`config.mk`:
```
export PLATFORM = sky130hd
export DESIGN_NAME = grid_line_clear
export DESIGN_NICKNAME = d
export VERILOG_FILES = /design/src/rtl/grid_line_clear.sv
export SDC_FILE = /design/constraint.sdc
export NUM_CORES = 1
export LEC_CHECK = 0
export ABC_AREA = 1
export ABC_CLOCK_PERIOD_IN_PS = 2090
export BUFFER_PORTS_ARGS = -buffer_cell sky130_fd_sc_hd__buf_2
export CAP_MARGIN = 40
export CORE_MARGIN = 2
export CORE_UTILIZATION = 50
export DETAILED_ROUTE_END_ITERATION = 6
export GPL_TIMING_DRIVEN = 1
export HOLD_SLACK_MARGIN = 0.06
export PLACE_DENSITY = 0.81
export RECOVER_POWER = 50
export SETUP_SLACK_MARGIN = 0.4
export SLEW_MARGIN = 10
export SYNTH_ARGS = -nofsm -noshare
export SYNTH_HDL_FRONTEND = slang
export SYNTH_SLANG_ARGS = --single-unit
```
`constraint.sdc`:
```
create_clock -name clk -period 2.09 [get_ports clk]
set_input_delay 0.5225 -clock clk [delete_from_list [all_inputs] [get_ports clk]]
set_output_delay 0.5225 -clock clk [all_outputs]
set_load 0.02 [all_outputs]
```
`src/rtl/grid_line_clear.sv`:
```
// Line-clear controller for a falling-block grid held in an external dual-port RAM.
// Scans rows bottom-up, collapses full rows by copying rows down, and blanks row 0.
module grid_line_clear #(
  parameter int COLS = 10,
  parameter int ROWS = 16
) (
  input  logic       clk,
  input  logic       reset,
  input  logic       start,
  output logic       busy,
  output logic       done,
  output logic [4:0] lines_cleared,
  input  logic [7:0] host_addr_a,
  input  logic [7:0] host_data_a,
  input  logic       host_we_a,
  input  logic [7:0] host_addr_b,
  output logic [7:0] mem_addr_a,
  output logic [7:0] mem_data_a,
  output logic       mem_we_a,
  output logic [7:0] mem_addr_b,
  input  logic [7:0] mem_q_b
);

  // Handshake: start is a level request sampled only in IDLE; busy=1 means the
  // controller owns both memory ports; done pulses for one cycle (busy=0) at the end.
  typedef enum logic [2:0] {
    IDLE  = 3'd0,
    SCAN  = 3'd1,
    SHIFT = 3'd2,
    CLEAR = 3'd3,
    DONE  = 3'd4
  } state_t;

  localparam logic [4:0] LAST_K     = 5'(COLS);
  localparam logic [4:0] LAST_COL   = 5'(COLS - 1);
  localparam logic [3:0] BOTTOM_ROW = 4'(ROWS - 1);

  state_t     state, state_next;
  logic [3:0] r, r_next;
  logic [3:0] d, d_next;
  logic [4:0] k, k_next;
  logic       row_full, row_full_next;
  logic [4:0] lines_next;

  logic [7:0] ctl_addr_a, ctl_data_a, ctl_addr_b;
  logic       ctl_we_a;
  logic       cell_ok, full_now;
  logic [3:0] src_row, prev_col;

  assign cell_ok  = (mem_q_b != 8'd0);
  assign full_now = row_full & cell_ok;
  assign src_row  = d - 4'd1;
  assign prev_col = k[3:0] - 4'd1;

  always_ff @(posedge clk) begin
    if (reset) begin
      state         <= IDLE;
      r             <= BOTTOM_ROW;
      d             <= 4'd0;
      k             <= 5'd0;
      row_full      <= 1'b0;
      lines_cleared <= 5'd0;
    end else begin
      state         <= state_next;
      r             <= r_next;
      d             <= d_next;
      k             <= k_next;
      row_full      <= row_full_next;
      lines_cleared <= lines_next;
    end
  end

  always_comb begin
    state_next    = state;
    r_next        = r;
    d_next        = d;
    k_next        = k;
    row_full_next = row_full;
    lines_next    = lines_cleared;
    ctl_addr_a    = 8'd0;
    ctl_data_a    = 8'd0;
    ctl_we_a      = 1'b0;
    ctl_addr_b    = 8'd0;
    done          = 1'b0;

    case (state)
      IDLE: begin
        if (start) begin
          lines_next = 5'd0;
          r_next     = BOTTOM_ROW;
          k_next     = 5'd0;
          state_next = SCAN;
        end
      end

      // Read data lags the address by one cycle, so cycle k folds in column k-1.
      SCAN: begin
        if (k < LAST_K) ctl_addr_b = {r, k[3:0]};
        if (k == LAST_K) begin
          k_next = 5'd0;
          if (full_now && r != 4'd0) begin
            d_next     = r;
            state_next = SHIFT;
          end else if (full_now) begin
            state_next = CLEAR;
          end else if (r != 4'd0) begin
            r_next = r - 4'd1;
          end else begin
            state_next = DONE;
          end
        end else begin
          k_next        = k + 5'd1;
          row_full_next = (k == 5'd0) ? 1'b1 : full_now;
        end
      end

      SHIFT: begin
        if (k < LAST_K) ctl_addr_b = {src_row, k[3:0]};
        if (k != 5'd0) begin
          ctl_we_a   = 1'b1;
          ctl_addr_a = {d, prev_col};
          ctl_data_a = mem_q_b;
        end
        if (k == LAST_K) begin
          k_next = 5'd0;
          if (d == 4'd1) state_next = CLEAR;
          else           d_next     = d - 4'd1;
        end else begin
          k_next = k + 5'd1;
        end
      end

      CLEAR: begin
        ctl_we_a   = 1'b1;
        ctl_addr_a = {4'd0, k[3:0]};
        if (k == LAST_COL) begin
          k_next     = 5'd0;
          lines_next = lines_cleared + 5'd1;
          state_next = SCAN;
        end else begin
          k_next = k + 5'd1;
        end
      end

      DONE: begin
        done       = 1'b1;
        state_next = IDLE;
      end

      default: state_next = IDLE;
    endcase
  end

  assign busy       = (state == SCAN) || (state == SHIFT) || (state == CLEAR);
  assign mem_addr_a = busy ? ctl_addr_a : host_addr_a;
  assign mem_data_a = busy ? ctl_data_a : host_data_a;
  assign mem_we_a   = busy ? ctl_we_a   : host_we_a;
  assign mem_addr_b = busy ? ctl_addr_b : host_addr_b;

endmodule

```
* After elaboration in Yosys (flattened, before gate mapping)
Index checks and enable logic that the tools add are counted.
** Word-level totals
- Flip-flop bits (word level) :: 22
- Output and inout port bits :: 32
- Memory bits (writable) :: 0
- Bits in latches :: 0
- Word-level logic and storage cells :: 92
- Bits of input ports :: 36
- Memories kept :: 0
- ROM bits :: 0
** Operators by class
- Divide/modulo/power cells :: 0
- Bitwise operators :: 2
- Multipliers :: 0
- Equal/unequal tests :: 18
- Magnitude comparators :: 1
- Reductions and logical operators :: 19
- Shift-type cells :: 0
- Add/sub/neg operators :: 5
- Multiplexer cells :: 41
** Operators by type and width (count)
- $mux W8 :: 8
- $mux W4 :: 9
- $pmux W8 S2 :: 2
- $mux W3 :: 8
- $mux W5 :: 4
- $ne A2 B2 Y1 const B :: 10
- $pmux W4 S2 :: 2
- $pmux W5 S3 :: 1
- $pmux W3 S4 :: 1
- $reduce_and A6 Y1 :: 2
- $sub A4 B1 Y4 const B :: 3
- $add A5 B1 Y5 const B :: 2
- $eq A5 B4 Y1 const B :: 2
- $pmux W5 S2 :: 1
- $reduce_bool A8 Y1 :: 1
- $eq A3 B2 Y1 const B :: 2
- $reduce_bool A2 Y1 :: 3
- $logic_not A5 Y1 :: 1
- $lt A5 B4 Y1 const B :: 1
- $reduce_and A5 Y1 :: 1
- $reduce_bool A5 Y1 :: 1
- $eq A4 B1 Y1 const B :: 1
- $mux W1 :: 4
- $ne A4 B4 Y1 const B :: 1
- other kinds (13) :: 15

* Logic depth before layout (Yosys ltp)
- Word-level depth :: 6
- Mapped depth :: 10
- Gate-level depth less buffers :: 10

* Worst setup path after synthesis
OpenSTA, ideal clock, no wires.
- Path type :: register to output
- Start :: register k[0]
- End :: output port mem_addr_a[5]
- Arrival time :: 1695 ps
- Buffers on the path :: 1
- Cell stages (with the launch flop) :: 9
- Data required time :: 1567 ps
- Setup slack :: -127 ps
- Path through :: dfxtp_1 inv_1 ha_1 nand4_1 inv_1 nor2_1 inv_1 clkbuf_2 o21ai_0
** On the way
- Longest elaborated chain between the ends :: 4
** Ends and longest elaborated chain
- start: declaration :: line 41 : logic [4:0] k, k_next;
- start signal: assignment :: line 67 : k <= k_next;
- $reduce_bool A5 Y1 :: line 119 : if (k != 5'd0) begin
- $mux W8 :: line 119
- $pmux W8 S2 :: line 86 : case (state)
- $mux W8 :: line 155 : assign mem_addr_a = busy ? ctl_addr_a : host_addr_a;
- end: declaration :: line 17 : output logic [7:0] mem_addr_a,
No other way between the ends.

* Worst setup path after layout
- Start :: register k[0]
- End :: output port mem_addr_a[2]
** On the way
- Longest elaborated chain between the ends :: 4
- Elaborated cells between the ends (all ways) :: 5
- Those cells by class :: 1 x add/sub; 3 x mux; 1 x reduce/logical
** Ends and longest elaborated chain (line)
- $sub A4 B1 Y4 or $reduce_bool A5 Y1 (tied branches) :: 53, 119
- $mux W8 * :: 119
- $pmux W8 S2 * :: 86
- $mux W8 * :: 155
Every way passes the cells marked *; elsewhere a longest branch is shown, timed or not.

==> results.md <==
* Status: complete, but fails checks
* Failing checks: negative setup slack
* Hold Violations, Final at 0
* Peak Freq at 459 MHz
* Hold Path Class: flip-flop to flip-flop
* Initial DRC Count at 253
* Fin crit share at 1.04
* Slew @ Worst Pin at 411 ps
* P_leak at 0.00143 µW
* Synth area leaders: dfxtp_1 24%, nand2_1 14%, o21ai_0 7.8%
* Max-slew headroom at 0.723
* Setup WS post-layout at -90.0 ps
* Layout area overhead at 61.5%
* First-pass iteration count of the detailed router at 5
* Drt wl/cell at 17.0 µm
* PD cells at 1250 mW/mm²
* Yosys top cell by area: dfxtp_1
* Slew Viols, Final at 0
* Max_cap viols at 0
* Vias in the first global route at 2150
* Worst EP arrival at 1660 ps
* Site row count at 22
* Ports at 68
* YS warnings at 0
* Mapped cell area at 0.00186 mm²
* RSZ-0062 raised after global routing: true
* Core box area at 0.00361 mm²
* Sink Count at 22
* CTS tree: done
* Post-DP HPWL at 3.95 mm
* Synth unique cells at 34
* Input/output buffers at 67
* Gr usage total at 0.303
* Crit end category: output port
* Layout cells sized above 1 at 0.454
* Finished Layout Cells at 431
* Commonest register cell after synthesis: dfxtp_1
* Synth Net Count at 339
* First-pass GRT wire length at 10.0 mm
* Total power at 3750 µW
* Gpl congestion at 0.855
* Commonest non-fill, non-tap cells in the layout: 71 x nand2_1, 35 x buf_2, 26 x inv_1, 25 x buf_4, 25 x buf_6
* Post-Place Cells at 408
* Clock latency at the later pin of the worst-skew pair at 260 ps
* WS Path Type: flip-flop to output port
* Final global-route overflow total at 0
* Die Width at 64.9 µm
* Commonest non-fill, non-tap cell in the layout: nand2_1
* Fillcell total at 221
* Seq/Total Area, Yosys at 0.237
* Initial antenna violation count at 0
* Tmin final at 2180 ps
* Top cell type's share of synthesized area at 0.237
* Drc violations at 0
* CP required at 1570 ps
* Synthesized instance count at 294
* Synthesis-stage register bit count at 22
* EDFF count, synth at 0
* Clock root buffer master: clkbuf_8
* # setup viols final at 17
* Synthesized area per cell at 6.32 µm²
* Pin count of the biggest net entering global routing at 27
* CP startpoint kind: flip-flop
* Hold-fix buffers, CTS at 0
* Via density at 5.77
* # H-tree levels at 1
* Die H at 64.9 µm
* Asr flop ratio synth at 0
* Post-Place Worst Slack at 149 ps
* TritonCTS Buffers at 3
* Total Wirelength at 7.33 mm
* Clock Path Buffers at 2
* DIE AREA at 0.00422 mm²
* Routed via count at 2488
* Starting density of the core at 0.515
* Final ANT Viol Nets at 0
* Worst-path maximum fanout at 8
* Clock-pin slew on the worst setup and hold paths at 90 ps
* Max rail drop VDD at 0.000871 V
* Final nets at 429
* Skew final at 5.61 ps
* N_diodes at 0
[synth_stat cells (3+ instances only)]
master	count
nand2_1	71
inv_1	36
o21ai_0	29
dfxtp_1	22
nand3_1	21
nor2_1	20
a21oi_1	16
nand2_2	10
ha_1	9
inv_2	6
nand4_1	6
nand3_2	5
nor2_2	4
o21ai_1	4
xor2_1	4
a22o_1	3
a22oi_1	3
buf_2	3
[timing repair]
item / 4_1_cts / 5_1_grt
gates cloned: 1 / 0
buffers inserted: 13 / 5
setup endpoints to repair: 25 / 27
pin swaps: 8 / 7
resized for setup: 73 / 20
[stage by stage]
stage | utilization | hold WS [ps] | cell area [µm²] | setup TNS (ps)
final | 0.831 | 494 | 3000 | -843
after CTS | 0.804 | 486 | 2900 | -64.6
after global routing | 0.831 | 538 | 3000 | -1970
after floorplan | - | 452 | 2120 | 0
after detailed placement | 0.695 | 474 | 2510 | 0
after global placement | 0.695 | 462 | 2510 | 0
[metal layers]
layer,wire length (µm),global-route usage
met5,0,0
met3,726,0.0556
met1,2840,0.377
met4,265,0.106
met2,3500,0.521
[cell type report]
| type | instances | area [µm²] | area share |
|---|---|---|---|
| timing repair buffer | 92 | 711 | 0.237 |
| inverter | 45 | 216 | 0.0722 |
| sequential | 22 | 463 | 0.154 |
| multi-input combinational | 220 | 1500 | 0.501 |
| clock buffer | 4 | 45.0 | 0.0150 |
| tap | 48 | 60.1 | 0.0200 |
[sequential cells by signal, summed over array words and instances, names as in the netlist]
signal,count
row_full,1
state,3
d,4
k,5
lines_cleared,5
r,4
[worst paths after layout]
| kind | from | endpoint | slack (ps) | cells past startpoint |
|---|---|---|---|---|
| max | k[0]$_SDFFE_PP0P_ | mem_addr_a[2] | -90 | 9 |
| min | r[1]$_SDFFE_PP1P_ | r[1]$_SDFFE_PP1P_ | 490 | 2 |
| max reg2reg | k[1]$_SDFFE_PP0P_ | state[1]$_SDFFE_PP0P_ | 360 | 11 |
| min reg2reg | r[1]$_SDFFE_PP1P_ | r[1]$_SDFFE_PP1P_ | 490 | 2 |
[logic make-up (layout without fill, tap and decap cells)]
logic type / after synthesis / count (layout) / synth area share
xor gates and xnor gates: 6 / 6 / 0.0283
DFF: 22 / 22 / 0.237
and+or+nand+nor: 144 / 144 / 0.375
adders and majority gates: 9 / 9 / 0.0606
buffers and inverters: 52 / 141 / 0.115
AOI/OAI and AO/OA: 61 / 61 / 0.184
[worst max-delay path, stage by stage (launching register included)]
cell     delay [ps]
dfxtp_4         390
inv_8            40
ha_4            140
nand4_1         100
inv_1            60
nor2_2          120
inv_2            90
buf_16          160
o21ai_4         160
buf_6           140
[power by group]
part / switching [µW] / leakage, µW / internal (µW) / total [µW]
clock network: 143 / 0.0000228 / 136 / 279
logic: 1680 / 0.00123 / 1140 / 2820
registers: 135 / 0.000184 / 518 / 653
Power figures use the tool's default switching activity.
